--- src/rtl/keccak_pkg.sv ---
// Shared widths and FSM state type for the keccak core arbiter.
package keccak_pkg;
  localparam int WORD_W     = 32;
  localparam int DIGEST_W   = 512;
  localparam int BYTE_NUM_W = 2;

  typedef enum logic [2:0] {
    IDLE,
    CLEAR,
    STREAM,
    WAIT,
    DELIVER
  } arb_state_t;
endpackage

--- src/rtl/keccak_rr_pick.sv ---
// Two-way round-robin picker: prio breaks a tie, otherwise the lone valid requester wins.
// Purely combinational; zero latency, no backpressure of its own.
module keccak_rr_pick (
  input  logic [1:0] valid,
  input  logic       prio,
  output logic       grant
);
  always_comb begin
    grant = 1'b0;
    if (valid == 2'b11) grant = prio;
    else if (valid[1])  grant = 1'b1;
  end
endmodule

--- src/rtl/keccak_arbiter.sv ---
// Shares one keccak core between two requesters; grant 2 cycles before the first word, digest 1 cycle after out_ready.
// Backpressure: granted ready follows !core_buffer_full combinationally; the loser sees ready=0.
module keccak_arbiter
  import keccak_pkg::*;
#(
  parameter int TIMEOUT = 1024
) (
  input  logic                  clk,
  input  logic                  reset,
  input  logic                  r0_valid,
  input  logic [WORD_W-1:0]     r0_data,
  input  logic                  r0_last,
  input  logic [BYTE_NUM_W-1:0] r0_byte_num,
  output logic                  r0_ready,
  input  logic                  r1_valid,
  input  logic [WORD_W-1:0]     r1_data,
  input  logic                  r1_last,
  input  logic [BYTE_NUM_W-1:0] r1_byte_num,
  output logic                  r1_ready,
  output logic [DIGEST_W-1:0]   digest,
  output logic                  digest_valid,
  output logic                  digest_id,
  input  logic                  digest_ack,
  output logic                  timeout_err,
  output logic                  err_id,
  output logic                  core_reset,
  output logic [WORD_W-1:0]     core_in,
  output logic                  core_in_ready,
  output logic                  core_is_last,
  output logic [BYTE_NUM_W-1:0] core_byte_num,
  input  logic                  core_buffer_full,
  input  logic [DIGEST_W-1:0]   core_out,
  input  logic                  core_out_ready
);
  arb_state_t state, state_nxt;

  logic        grant, prio, pick;
  logic [15:0] wcnt;
  logic        load_grant, clr_wcnt, cap_digest, flip_prio;

  logic                  g_valid, g_last;
  logic [WORD_W-1:0]     g_data;
  logic [BYTE_NUM_W-1:0] g_byte_num;
  logic                  timeout_hit;

  keccak_rr_pick u_pick (
    .valid ({r1_valid, r0_valid}),
    .prio  (prio),
    .grant (pick)
  );

  assign g_valid     = grant ? r1_valid    : r0_valid;
  assign g_last      = grant ? r1_last     : r0_last;
  assign g_data      = grant ? r1_data     : r0_data;
  assign g_byte_num  = grant ? r1_byte_num : r0_byte_num;
  assign timeout_hit = (wcnt == 16'(TIMEOUT - 1));

  assign digest_id = grant;
  assign err_id    = grant;

  always_ff @(posedge clk) begin
    if (!reset) state <= IDLE;
    else        state <= state_nxt;
  end

  // Reset overrides every state so a mid-message reset also clears the core.
  always_comb begin
    state_nxt     = state;
    r0_ready      = 1'b0;
    r1_ready      = 1'b0;
    core_reset    = 1'b0;
    core_in       = '0;
    core_in_ready = 1'b0;
    core_is_last  = 1'b0;
    core_byte_num = '0;
    digest_valid  = 1'b0;
    timeout_err   = 1'b0;
    load_grant    = 1'b0;
    clr_wcnt      = 1'b0;
    cap_digest    = 1'b0;
    flip_prio     = 1'b0;
    if (!reset) begin
      core_reset = 1'b1;
      state_nxt  = IDLE;
    end else begin
      case (state)
        IDLE: begin
          if (r0_valid || r1_valid) begin
            load_grant = 1'b1;
            state_nxt  = CLEAR;
          end
        end
        CLEAR: begin
          core_reset = 1'b1;
          state_nxt  = STREAM;
        end
        STREAM: begin
          r0_ready = !grant && !core_buffer_full;
          r1_ready =  grant && !core_buffer_full;
          if (g_valid && !core_buffer_full) begin
            core_in_ready = 1'b1;
            core_in       = g_data;
            core_is_last  = g_last;
            core_byte_num = g_byte_num;
            if (g_last) begin
              clr_wcnt  = 1'b1;
              state_nxt = WAIT;
            end
          end
        end
        WAIT: begin
          if (core_out_ready) begin
            cap_digest = 1'b1;
            state_nxt  = DELIVER;
          end else if (timeout_hit) begin
            timeout_err = 1'b1;
            core_reset  = 1'b1;
            flip_prio   = 1'b1;
            state_nxt   = IDLE;
          end
        end
        DELIVER: begin
          digest_valid = 1'b1;
          if (digest_ack) begin
            flip_prio = 1'b1;
            state_nxt = IDLE;
          end
        end
        default: state_nxt = IDLE;
      endcase
    end
  end

  always_ff @(posedge clk) begin
    if (!reset) begin
      grant  <= 1'b0;
      prio   <= 1'b0;
      wcnt   <= '0;
      digest <= '0;
    end else begin
      if (load_grant) grant <= pick;
      if (flip_prio)  prio  <= ~grant;
      if (clr_wcnt)             wcnt <= '0;
      else if (state == WAIT)   wcnt <= wcnt + 16'd1;
      if (cap_digest) digest <= core_out;
    end
  end
endmodule

--- config.mk ---
export PLATFORM = sky130hd
export DESIGN_NAME = keccak_arbiter
export DESIGN_NICKNAME = d
export VERILOG_FILES = /design/src/rtl/keccak_pkg.sv /design/src/rtl/keccak_rr_pick.sv /design/src/rtl/keccak_arbiter.sv
export SDC_FILE = /design/constraint.sdc
export NUM_CORES = 1
export LEC_CHECK = 0
export CAP_MARGIN = 20
export CORE_AREA = 4 4 450 452
export DETAILED_ROUTE_END_ITERATION = 12
export DIE_AREA = 0 0 454 456
export GPL_TIMING_DRIVEN = 0
export RECOVER_POWER = 25
export SYNTH_ARGS = -nofsm -noshare
export SYNTH_HDL_FRONTEND = slang
export SYNTH_SLANG_ARGS = --single-unit
--- constraint.sdc ---
create_clock -name clk -period 2.15 [get_ports clk]
set_input_delay 0.3225 -clock clk [delete_from_list [all_inputs] [get_ports clk]]
set_output_delay 0.3225 -clock clk [all_outputs]
set_load 0.03 [all_outputs]
; ---- Word-level counts from Yosys, hierarchy flattened
; Index checks and enable logic that the tools add are counted.
[totals]
reg_bits = 533
output_inout_bits = 555
in_bits = 589
elab_cells = 78
[classes]
muxes = 50
n_reduce_logical = 9
n_bitwise = 2
eq_ne = 11
addsub = 1
[ops]
columns = op, n
row1 = $mux W32, 4
row2 = $mux W1, 33
row3 = $mux W3, 6
row4 = $add A16 B1 Y16 const B, 1
row5 = $eq A16 B10 Y1 const B, 1
row6 = $pmux W3 S5, 1
row7 = $mux W2, 4
row8 = $ne A2 B2 Y1 const B, 4
row9 = $eq A3 B2 Y1 const B, 2
row10 = $reduce_and A5 Y1, 1
row11 = $pmux W1 S2, 2
row12 = $eq A3 B1 Y1 const B, 1
row13 = $eq A3 B3 Y1 const B, 1
row14 = $logic_and A1 B1 Y1, 3
row15 = $logic_not A3 Y1, 1
row16 = $ne A3 B3 Y1 const B, 1
row17 = $eq A2 B2 Y1 const B, 1
row18 = $logic_not A1 Y1, 2
row19 = $not A1 Y1, 2
row20 = $reduce_or A2 Y1, 1
row21 = $logic_or A1 B1 Y1, 1

; ---- Depth between registers and ports, before layout
; Gate-level depths: netlist of run 1.
[logic_depth]
word_depth = 6
depth_mapped = 8
mapped_depth_nobuf = 5

; ---- Hierarchy
; Synthesis of run 1 repeated with hierarchy kept, for this count alone.
[unflattened]
hier_cells = 2430
area_unflattened_um2 = 18979.5
[by_module_without_submodules]
columns = module, n_inst, area_each_um2, cells_each, seq_area_each_um2
row1 = keccak_arbiter, 1, 18968.2, 2428, 10670.2
row2 = keccak_rr_pick, 1, 11.3, 2, 0.0

; ---- Worst setup path before layout of run 1
; OpenSTA, ideal clock, no wires.
[synth_path]
kind = reg-to-output
from = reg grant, in the netlist digest_id
to = out core_in[13]
path_slack_ns = -0.083
path_stages_with_launch = 6
arrival_time_ns = 1.911
path_buffers = 3
t_required_ns = 1.827
cell_sequence = dfxtp_1 > buf_2 > buf_4 > buf_1 > mux2i_1 > nor2_1
[synth_between]
elab_chain_cells = 5
word_cells_on_any_way = 6
cone_classes = mux (5) / reduce/logical (1)
[synth_rtl]
columns = item, line
row1 = from (decl), keccak_arbiter.sv:37  ; logic grant, prio, pick;
row2 = from (signal assigned), keccak_arbiter.sv:141  ; if (load_grant) grant <= pick;
row3 = $mux W1, keccak_arbiter.sv:52  ; assign g_valid = grant ? r1_valid : r0_valid;
row4 = $logic_and A1 B1 Y1, keccak_arbiter.sv:100  ; if (g_valid && !core_buffer_full) begin
row5 = $mux W32 (*), keccak_arbiter.sv:100
row6 = $mux W32 (*), keccak_arbiter.sv:86  ; case (state)
row7 = $mux W32 (*), keccak_arbiter.sv:82  ; if (!reset) begin
row8 = to (decl), keccak_arbiter.sv:27  ; output logic [WORD_W-1:0] core_in,
; Mark *: on every way between the ends. The rest lies on a longest branch, timed or not.

; ---- Final worst setup path of run 1
[layout_path]
from = reg state[2]
to = out core_in[12]
[layout_between]
elab_chain_cells = 3
[layout_rtl]
columns = item, line
row1 = from (decl), keccak_arbiter.sv:35  ; arb_state_t state, state_nxt;
row2 = from (signal assigned), keccak_arbiter.sv:63  ; else state <= state_nxt;
row3 = $eq A3 B2 Y1, keccak_arbiter.sv:86
row4 = $mux W32, keccak_arbiter.sv:86
row5 = $mux W32, keccak_arbiter.sv:82
; Every way passes these cells.

==> impl_metrics.yaml, run 1 <==
status:
  status: "finished with violations"
  violations: "setup timing"
route:
  ant_nets: 0
  dr.pass1.iters: 5
  routed_wl_um: 185700
  drt_iter0_drc: 1801
  drc_errors: 0
  viasPerCell: 3.574
  wl_per_cell_um: 28.85
  dr_total_vias: 22999
die:
  start_util_pct: 9.674
  die_w_um: 454
  rows: 164
  fp.dieH_um: 456
  design.core.area_um2: 198800
  num_io_pins: 1144
  die-area_um2: 207000
worst_setup_path:
  worst_ep_required_time_ps: 1830
  end_kind: "output port"
  path_common_cell: "buf_6"
  path_cells: "buf_8 -> nand2b_4 -> nor4_4 -> buf_6 -> nand2_8 -> clkbuf_16 -> nor2_4 -> buf_6"
  crit_arrival_ps: 2260
  slowest_delay_ps: 340
  crit_slowest_cell: "dfxtp_2"
  path_class: "flip-flop to output port"
  startpoint_type: "flip-flop"
  cp_max_fo: 8
finish:
  fillers: 22199
  drive_above_1_share_pct: 12.62
  register_area_um2: 10700
  multi_input_area_um2: 8257
  final_cells: 6435
  final_core_util_pct: 19.04
  finalNetCount: 4285
  syn_to_final_growth_pct: 96.84
min_path:
  hp-class: "input port to flip-flop"
synth:
  syn_nets: 3027
  synth_cell_type_count: 45
  synth.top_cells.by_area: "dfxtp_1 55%, nand2_1 20%, a21oi_1 13%, buf_2 2.1%, mux2i_1 1.8%"
  yosys_register_bits: 533
  syn_inst: 2437
  yosysTopAreaCellShare_pct: 55.47
  yosysWarningCount: 0
  synth_area_um2: 19230
  ys_seq_area_share_pct: 55.47
  synth_area_leader_cell: "dfxtp_1"
  avgSynthCellArea_um2: 7.893
cts:
  cts_buffers: 73
  cts_num_sinks: 533
  path_clk_slew_ps: 70
  htree_levels: 3
  clkLatencyLatePin_ps: 710
  cts_tree: "built"
  clockBufferDepth: 3
  cts_root_buf: "clkbuf_16"
global_routing:
  grt_util_all_layers_pct: 17.08
  grt_overflow: 0
  grt_pass1_wl_um: 230700
  antenna_found_initial: 98
  grt_pass1_vias: 22069
  grt_max_degree: 13
timing:
  fmax_mhz: 386.7
  min_period_ps: 2586
  skew_ps: 44.33
  fin_ws_ps: -435.7
  fin_setup_tns_ps: -15460
  fin_worst_hold_slack_ps: 162.1
  max-slew-margin-rel_pct: 43.61
  slew_violations: 0
  setup_violations: 40
  timing_hold_violations_final: 0
  rsz0062_at_grt: "yes"
  worst_slew_pin_slew_ps: 845.8
  period_share_pct: 120.3
power_and_ir_drop:
  leakagePower_nw: 14.42
  p_per_area_nw_per_um2: 809.8
  vdd_drop_max_uv: 511.4
place:
  port_buffers: 1142
  gp_congestion: 0.9805
  dp_hpwl_um: 159500
  dp_cells: 6239
flow_run:
  cap_violations: 0
synth_stat cells, drive strengths merged:
| cell | instances |
|---|---|
| nand2 | 1034 |
| a21o | 1 |
| o211a | 1 |
| o2111ai | 1 |
| o31ai | 3 |
| a311oi | 1 |
| a41o | 1 |
| a31o | 1 |
| o211ai | 1 |
| and4 | 2 |
| or3 | 2 |
| or4 | 1 |
| mux2 | 1 |
| nor4b | 1 |
| nand3b | 2 |
| nor4 | 6 |
| nand3 | 6 |
| buf | 121 |
| and2 | 3 |
| nand4b | 2 |
| nand2b | 2 |
| or2 | 1 |
| inv | 5 |
| o311ai | 1 |
| xor2 | 5 |
| nand4 | 8 |
| mux2i | 35 |
| clkbuf | 64 |
| nor2 | 52 |
| and3b | 1 |
| xnor2 | 10 |
| dfxtp | 533 |
| ha | 1 |
| o311a | 1 |
| a21oi | 517 |
| nor4bb | 1 |
| nor3 | 8 |
| nor2b | 1 |
final timing paths:
kind | endpoint | cells after the start | startpoint | slack (ps)
setup reg to reg | digest[206]$_SDFFE_PN0P_ | 11 | state[2]$_SDFFE_PN0P_ | 0
hold / removal | state[1]$_SDFFE_PN0P_ | 3 | reset | 160
setup / recovery | core_in[12] | 8 | state[2]$_SDFFE_PN0P_ | -440
hold reg to reg | digest[434]$_SDFFE_PN0P_ | 2 | digest[434]$_SDFFE_PN0P_ | 450
routing by layer:
metal / vias up / GRT usage, % / share of wire (%)
met2: 1190 / 28.47 / 48
met4: 6 / 5.853 / 3.0
li1: 10475 / - / -
met5: - / 0 / 0.022
met1: 11064 / 19.17 / 37
met3: 264 / 7.802 / 12
state kept, by name (all words and copies together), names as in the netlist:
| register | cells |
|---|---|
| digest | 512 |
| wcnt | 16 |
| state | 3 |
| digest_id | 1 |
| prio | 1 |
worst max-delay path, delay by kind of cell (launching register included):
kind	cells	cell delay (ps)
flip-flops	1	340
buffers and inverters	4	630
AND/OR/NAND/NOR	4	590
cell usage in the layout, fill, tap and decap left out, drive strengths merged, types with 2 or more instances in the layout:
cell,count
nand2,1035
clkdlybuf4s50,689
dfxtp,533
a21oi,517
dlygate4sd2,387
buf,180
clkbuf,174
nor2,52
mux2i,35
diode,30
clkinv,22
clkdlybuf4s15,17
xnor2,10
inv,10
bufinv,8
nor3,8
nand4,8
dlymetal6s2s,7
nand3,6
nor4,6
xor2,5
clkinvlp,5
and2,3
o31ai,3
nand4b,2
or3,2
dlygate4sd3,2
nand3b,2
and4,2
nand2b,2
kinds of logic after synthesis:
kind of cell	Yosys count	synth area share [%]
XOR/XNOR	15	0.6830
adder cells (fa/ha/maj)	1	0.06504
AO/OA/AOI/OAI	529	14.01
AND/OR/NAND/NOR	1133	22.93
buffers and inverters	190	4.957
flip-flops	533	55.47
multiplexers	36	1.880
report_power, final:
part | leakage [nW] | switching [mW] | internal [mW]
Clock | 1.22 | 5.41 | 7.57
Combinational | 8.89 | 4.13 | 2.75
Sequential | 4.31 | 0.413 | 10.4
Total | 14.4 | 9.95 | 20.7
layout make-up:
class	instances	area share [%]
Sequential cell	533	28.25
Clock buffer	89	5.169
Clock inverter	40	1.530
Multi-Input combinational cell	1715	21.81
Inverter	5	0.04957
Timing Repair Buffer	1183	30.54
Buffer	184	3.678
Antenna cell	30	0.1983
Tap cell	2656	8.777
through the flow:
stage          setup WS, ps  cell area, um^2  total power, mW
2_1_floorplan        -28.34            19250            13.56
3_3_place_gp          -1558            34010            17.33
3_5_place_dp          -1495            34100            17.36
4_1_cts              -527.0            37100            30.86
5_1_grt              -575.2            37840            31.86
6_report             -435.7            37860            30.66
timing repair:
action | CTS | global route
setup buffers | 18 | 11
endpoints found under the setup margin | 918 | 157
pin swaps | 24 | 21
resized for setup | 897 | 165
cloned | 5 | 3
hold buffers | 2 | 0
hold endpoints to repair | 3 | 0
(Power assumes the default switching activity.)
==> run 2, diff against run 1 <==
--- a/config.mk
+++ b/config.mk
@@ -9,7 +9,6 @@
 export CORE_AREA = 4 4 450 452
 export DETAILED_ROUTE_END_ITERATION = 12
 export DIE_AREA = 0 0 454 456
-export GPL_TIMING_DRIVEN = 0
 export RECOVER_POWER = 25
 export SYNTH_ARGS = -nofsm -noshare
 export SYNTH_HDL_FRONTEND = slang
==> impl_metrics.yaml, run 2 (same netlist as run 1, synthesis figures left out) <==
global_routing:
  grt_pass1_wl_um: 209600
  grt_max_degree: 77
  grt_util_all_layers_pct: 15.24
  grt_overflow: 0
  grt_pass1_vias: 21363
  antenna_found_initial: 129
worst_setup_path:
  crit_arrival_ps: 2010
  path_cells: "buf_6 -> nor4_4 -> nand2_4 -> buf_12 -> nor2_1 -> buf_4"
  worstRegToRegCells: 7
  path_class: "flip-flop to output port"
  path_delay_family: "simple AND/OR/NAND/NOR gates"
  end_kind: "output port"
  reg2reg_slack_ps: -80
  crit_slowest_cell: "dfxtp_2"
  worst_ep_required_time_ps: 1830
  r2r-end: "digest[270]$_SDFFE_PN0P_"
  startpoint_type: "flip-flop"
  path_buf_inv: 3
  rr_startpoint: "state[2]$_SDFFE_PN0P_"
  startpoint: "state[0]$_SDFFE_PN0P_"
  slowest_delay_ps: 320
  cp_max_fo: 18
finish:
  drive_above_1_share_pct: 10.27
  finalNetCount: 4160
  largest_reg_flops: 512
  top_register: "digest"
  layout_commonest_cell: "nand2_1"
  reg_top3: "digest x512, wcnt x16, state x3"
  final_cell_mix: "1033 x nand2_1, 772 x clkdlybuf4s50_1, 521 x dfxtp_1"
  syn_to_final_growth_pct: 87.15
min_path:
  min_to: "digest[34]$_SDFFE_PN0P_"
  hp-class: "input port to flip-flop"
  hp-start: "core_out[34]"
  hold_depth: 3
timing:
  fin_ws_ps: -185.6
  setup_violations: 190
  fin_worst_hold_slack_ps: 198.4
  worst_slew_pin_slew_ps: 770.5
  max-slew-margin-rel_pct: 48.85
  min_period_ps: 2336
  skew_ps: 19.47
  fmax_mhz: 428.2
  period_share_pct: 108.6
  rsz0062_at_grt: "yes"
  timing_hold_violations_final: 0
  slew_violations: 0
route:
  wl_per_cell_um: 26.21
  dr.pass1.iters: 5
  viasPerCell: 3.536
  drc_errors: 0
  ant_nets: 0
  drt_iter0_drc: 1659
  routed_wl_um: 165200
  dr_total_vias: 22292
die:
  die-area_um2: 207000
  start_util_pct: 9.674
  num_io_pins: 1144
  fp.dieH_um: 456
  die_w_um: 454
  rows: 164
  design.core.area_um2: 198800
status:
  status: "finished with violations"
  violations: "setup timing"
power_and_ir_drop:
  p_total_mw: 29.15
  p_per_area_nw_per_um2: 809.7
  vdd_drop_max_uv: 498.0
  leakagePower_nw: 12.90
place:
  gp_congestion: 0.9588
  port_buffers: 1143
  dp_hpwl_um: 141300
cts:
  clkLatencyLatePin_ps: 680
  cts_root_buf: "clkbuf_16"
  htree_levels: 3
  cts_buffers: 71
  clockBufferDepth: 3
  cts_num_sinks: 533
  hold_buffers: 0
  cts_tree: "built"
  path_clk_slew_ps: 60
flow_run:
  cap_violations: 0
[run 2: worst max path at each step]
stage             endpoint  slack, ps  depth (start not counted)
2_1_floorplan  core_in[29]        -30                          5
3_3_place_gp   core_in[12]       -200                          7
3_5_place_dp   core_in[12]       -150                          7
4_1_cts        core_in[29]       -270                          6
5_1_grt         core_in[2]       -320                          6
6_report       core_in[20]       -190                          6
[run 2: layer usage]
metal | track usage [%] | wire length (um)
met1 | 16.23 | 59640
met2 | 24.30 | 75390
met3 | 9.626 | 23740
met4 | 5.609 | 6415
met5 | 0 | 57
[run 2: layout make-up]
type | instances | area (um^2)
Fill cell | 22279 | 162800
Timing Repair Buffer | 1245 | 11750
Sequential cell | 533 | 10700
Multi-Input combinational cell | 1714 | 7781
Tap cell | 2656 | 3323
Clock buffer | 96 | 1982
Clock inverter | 29 | 370.4
Antenna cell | 27 | 67.56
Inverter | 5 | 26.28
[run 2: tightest hold or removal path, cell delays in order]
cell and delay (ps):
clkdlybuf4s50_1 390, nand2_1 50, a21oi_1 50
[run 2: report_power, final]
group,switching (mW),internal (mW),leakage [nW]
clock,5.14,7.13,1.13
combinational,3.70,2.47,7.46
sequential,0.313,10.4,4.31
total,9.15,20.0,12.9
[run 2: through the flow]
stage	cells	utilization (%)	TNS, ps	cell area [um^2]	setup slack [ps]
floorplan	2437	-	-89.41	19250	-28.34
global placement	6137	17.01	-3762	33820	-203.6
detailed placement	6137	17.01	-1483	33820	-145.2
CTS	6274	18.20	-10100	36180	-272.1
global route	6303	18.10	-76520	35990	-319.0
finish	6305	18.10	-10670	36000	-185.6
[run 2: repair_timing]
item                       4_1_cts  5_1_grt
cloned                           1        0
setup endpoints to repair      269       67
pin swaps                        7        3
setup buffers                   11        6
gates resized for setup        279       49
==> run 3, diff against run 2 <==
--- a/config.mk
+++ b/config.mk
@@ -6,9 +6,9 @@
 export NUM_CORES = 1
 export LEC_CHECK = 0
 export CAP_MARGIN = 20
-export CORE_AREA = 4 4 450 452
+export CORE_AREA = 2 2 448 450
 export DETAILED_ROUTE_END_ITERATION = 12
-export DIE_AREA = 0 0 454 456
+export DIE_AREA = 0 0 450 452
 export RECOVER_POWER = 25
 export SYNTH_ARGS = -nofsm -noshare
 export SYNTH_HDL_FRONTEND = slang
==> impl_metrics.yaml, run 3 (same netlist as run 1, synthesis figures left out) <==
worst_setup_path:
  path_buf_inv: 4
  startpoint_type: "flip-flop"
  path_class: "flip-flop to output port"
  path_cells: "buf_8 -> nor4_4 -> nand2_2 -> buf_8 -> buf_16 -> nor2_4 -> buf_12"
  slowest_delay_ps: 340
  worstRegToRegCells: 8
  reg2reg_slack_ps: -160
  path_delay_family: "buffers and inverters"
  crit_slowest_cell: "dfxtp_4"
  cp_max_fo: 5
  path_common_cell: "buf_8"
  r2r-end: "digest[289]$_SDFFE_PN0P_"
  worst_ep_required_time_ps: 1830
  crit_arrival_ps: 2140
  rr_startpoint: "state[2]$_SDFFE_PN0P_"
  end_kind: "output port"
timing:
  setup_violations: 454
  rsz0062_at_grt: "yes"
  fmax_mhz: 406.8
  timing_hold_violations_final: 0
  slew_violations: 0
  fin_worst_hold_slack_ps: 192.2
  worst_slew_pin_slew_ps: 741.4
  skew_ps: 22.37
  fin_ws_ps: -307.9
  max-slew-margin-rel_pct: 50.57
  min_period_ps: 2458
  period_share_pct: 114.3
cts:
  cts_num_sinks: 533
  hold_buffers: 0
  path_clk_slew_ps: 60
  cts_buffers: 71
  cts_tree: "built"
  htree_levels: 3
  clkLatencyLatePin_ps: 680
  clockBufferDepth: 3
  cts_root_buf: "clkbuf_16"
min_path:
  hold_depth: 3
  hp-start: "core_out[100]"
  min_to: "digest[100]$_SDFFE_PN0P_"
  hp-class: "input port to flip-flop"
status:
  violations: "setup timing"
  status: "finished with violations"
route:
  routed_wl_um: 158900
  dr.pass1.iters: 5
  dr_total_vias: 22044
  drt_iter0_drc: 1638
  drc_errors: 0
  wl_per_cell_um: 25.18
  ant_nets: 0
  viasPerCell: 3.492
die:
  num_io_pins: 1144
  fp.dieH_um: 452
  die_w_um: 450
  rows: 164
  design.core.area_um2: 198600
  die-area_um2: 203400
  start_util_pct: 9.684
finish:
  design_area_um2: 36470
  fillers: 22501
  multi_input_area_um2: 7859
  layout_commonest_cell: "nand2_1"
  reg_top3: "digest x512, wcnt x16, state x3"
  largest_reg_flops: 512
  syn_to_final_growth_pct: 89.61
  drive_above_1_share_pct: 10.86
  register_area_um2: 10680
  final_cell_mix: "1032 x nand2_1, 809 x clkdlybuf4s50_1, 525 x dfxtp_1"
  top_register: "digest"
  finalNetCount: 4160
place:
  place_area_um2: 33880
  gp_congestion: 0.9641
  pre_cts_slack_ps: -273.6
  port_buffers: 1143
  dp_hpwl_um: 134700
global_routing:
  grt_util_all_layers_pct: 14.90
  grt_pass1_vias: 21405
  grt_pass1_wl_um: 203200
  antenna_found_initial: 63
  grt_overflow: 0
  grt_max_degree: 134
flow_run:
  cap_violations: 0
power_and_ir_drop:
  leakagePower_nw: 12.94
  p_per_area_nw_per_um2: 829.8
  vdd_drop_max_uv: 596.5
## run 3: worst max-delay path by stage
stage | start | end | cells after the start
floorplan | digest_id$_SDFFE_PN0P_ | core_in[29] | 5
global placement | reset | core_in[31] | 7
global route | state[0]$_SDFFE_PN0P_ | core_in[31] | 7
detailed placement | reset | core_in[31] | 7
finish | state[0]$_SDFFE_PN0P_ | core_in[31] | 7
CTS | state[0]$_SDFFE_PN0P_ | core_in[27] | 7
## run 3: repair_timing
| item | 4_1_cts | 5_1_grt |
|---|---|---|
| resized for setup | 248 | 51 |
| gates cloned | 3 | 1 |
| pin swaps | 3 | 13 |
| endpoints found under the setup margin | 237 | 44 |
| buffers inserted | 6 | 1 |
## run 3: where the power goes
group          total [mW]  internal (mW)  switching, mW  leakage [nW]
Sequential           10.7           10.4          0.326          4.30
Clock                13.4           8.13           5.24          1.26
Combinational        6.17           2.45           3.71          7.38
## run 3: area by class of cell
type                       count  share of cell area (%)
timing repair buffer        1245                   32.65
sequential                   533                   29.29
multi-input combinational   1714                   21.55
tap                         2656                   9.112
clock buffer                  91                   5.410
clock inverter                40                   1.709
antenna                       28                  0.1921
inverter                       5                 0.08577
## run 3: per-layer routing
metal	GRT usage, %	vias up	routed length, um
li1	-	10192	-
met1	16.72	10649	60480
met2	23.76	986	73800
met3	7.554	209	19040
met4	6.161	8	5540
met5	0	-	62
## run 3: stage by stage
| stage | total power [mW] | TNS [ps] | util [%] | instances |
|---|---|---|---|---|
| floorplan | 13.56 | -89.41 | - | 2437 |
| global placement | 17.12 | -15620 | 17.06 | 6144 |
| detailed placement | 17.14 | -14820 | 17.06 | 6144 |
| CTS | 30.81 | -13910 | 18.39 | 6283 |
| global route | 31.44 | -118360 | 18.35 | 6303 |
| finish | 30.26 | -34760 | 18.36 | 6312 |
## run 3: worst register-to-register path, delay by kind of cell, from the launching register on
kind | cells | cell delay, ps
and+or+nand+nor | 3 | 470
AOI/OAI and AO/OA | 1 | 160
DFF | 1 | 370
buffers and inverters | 4 | 1240
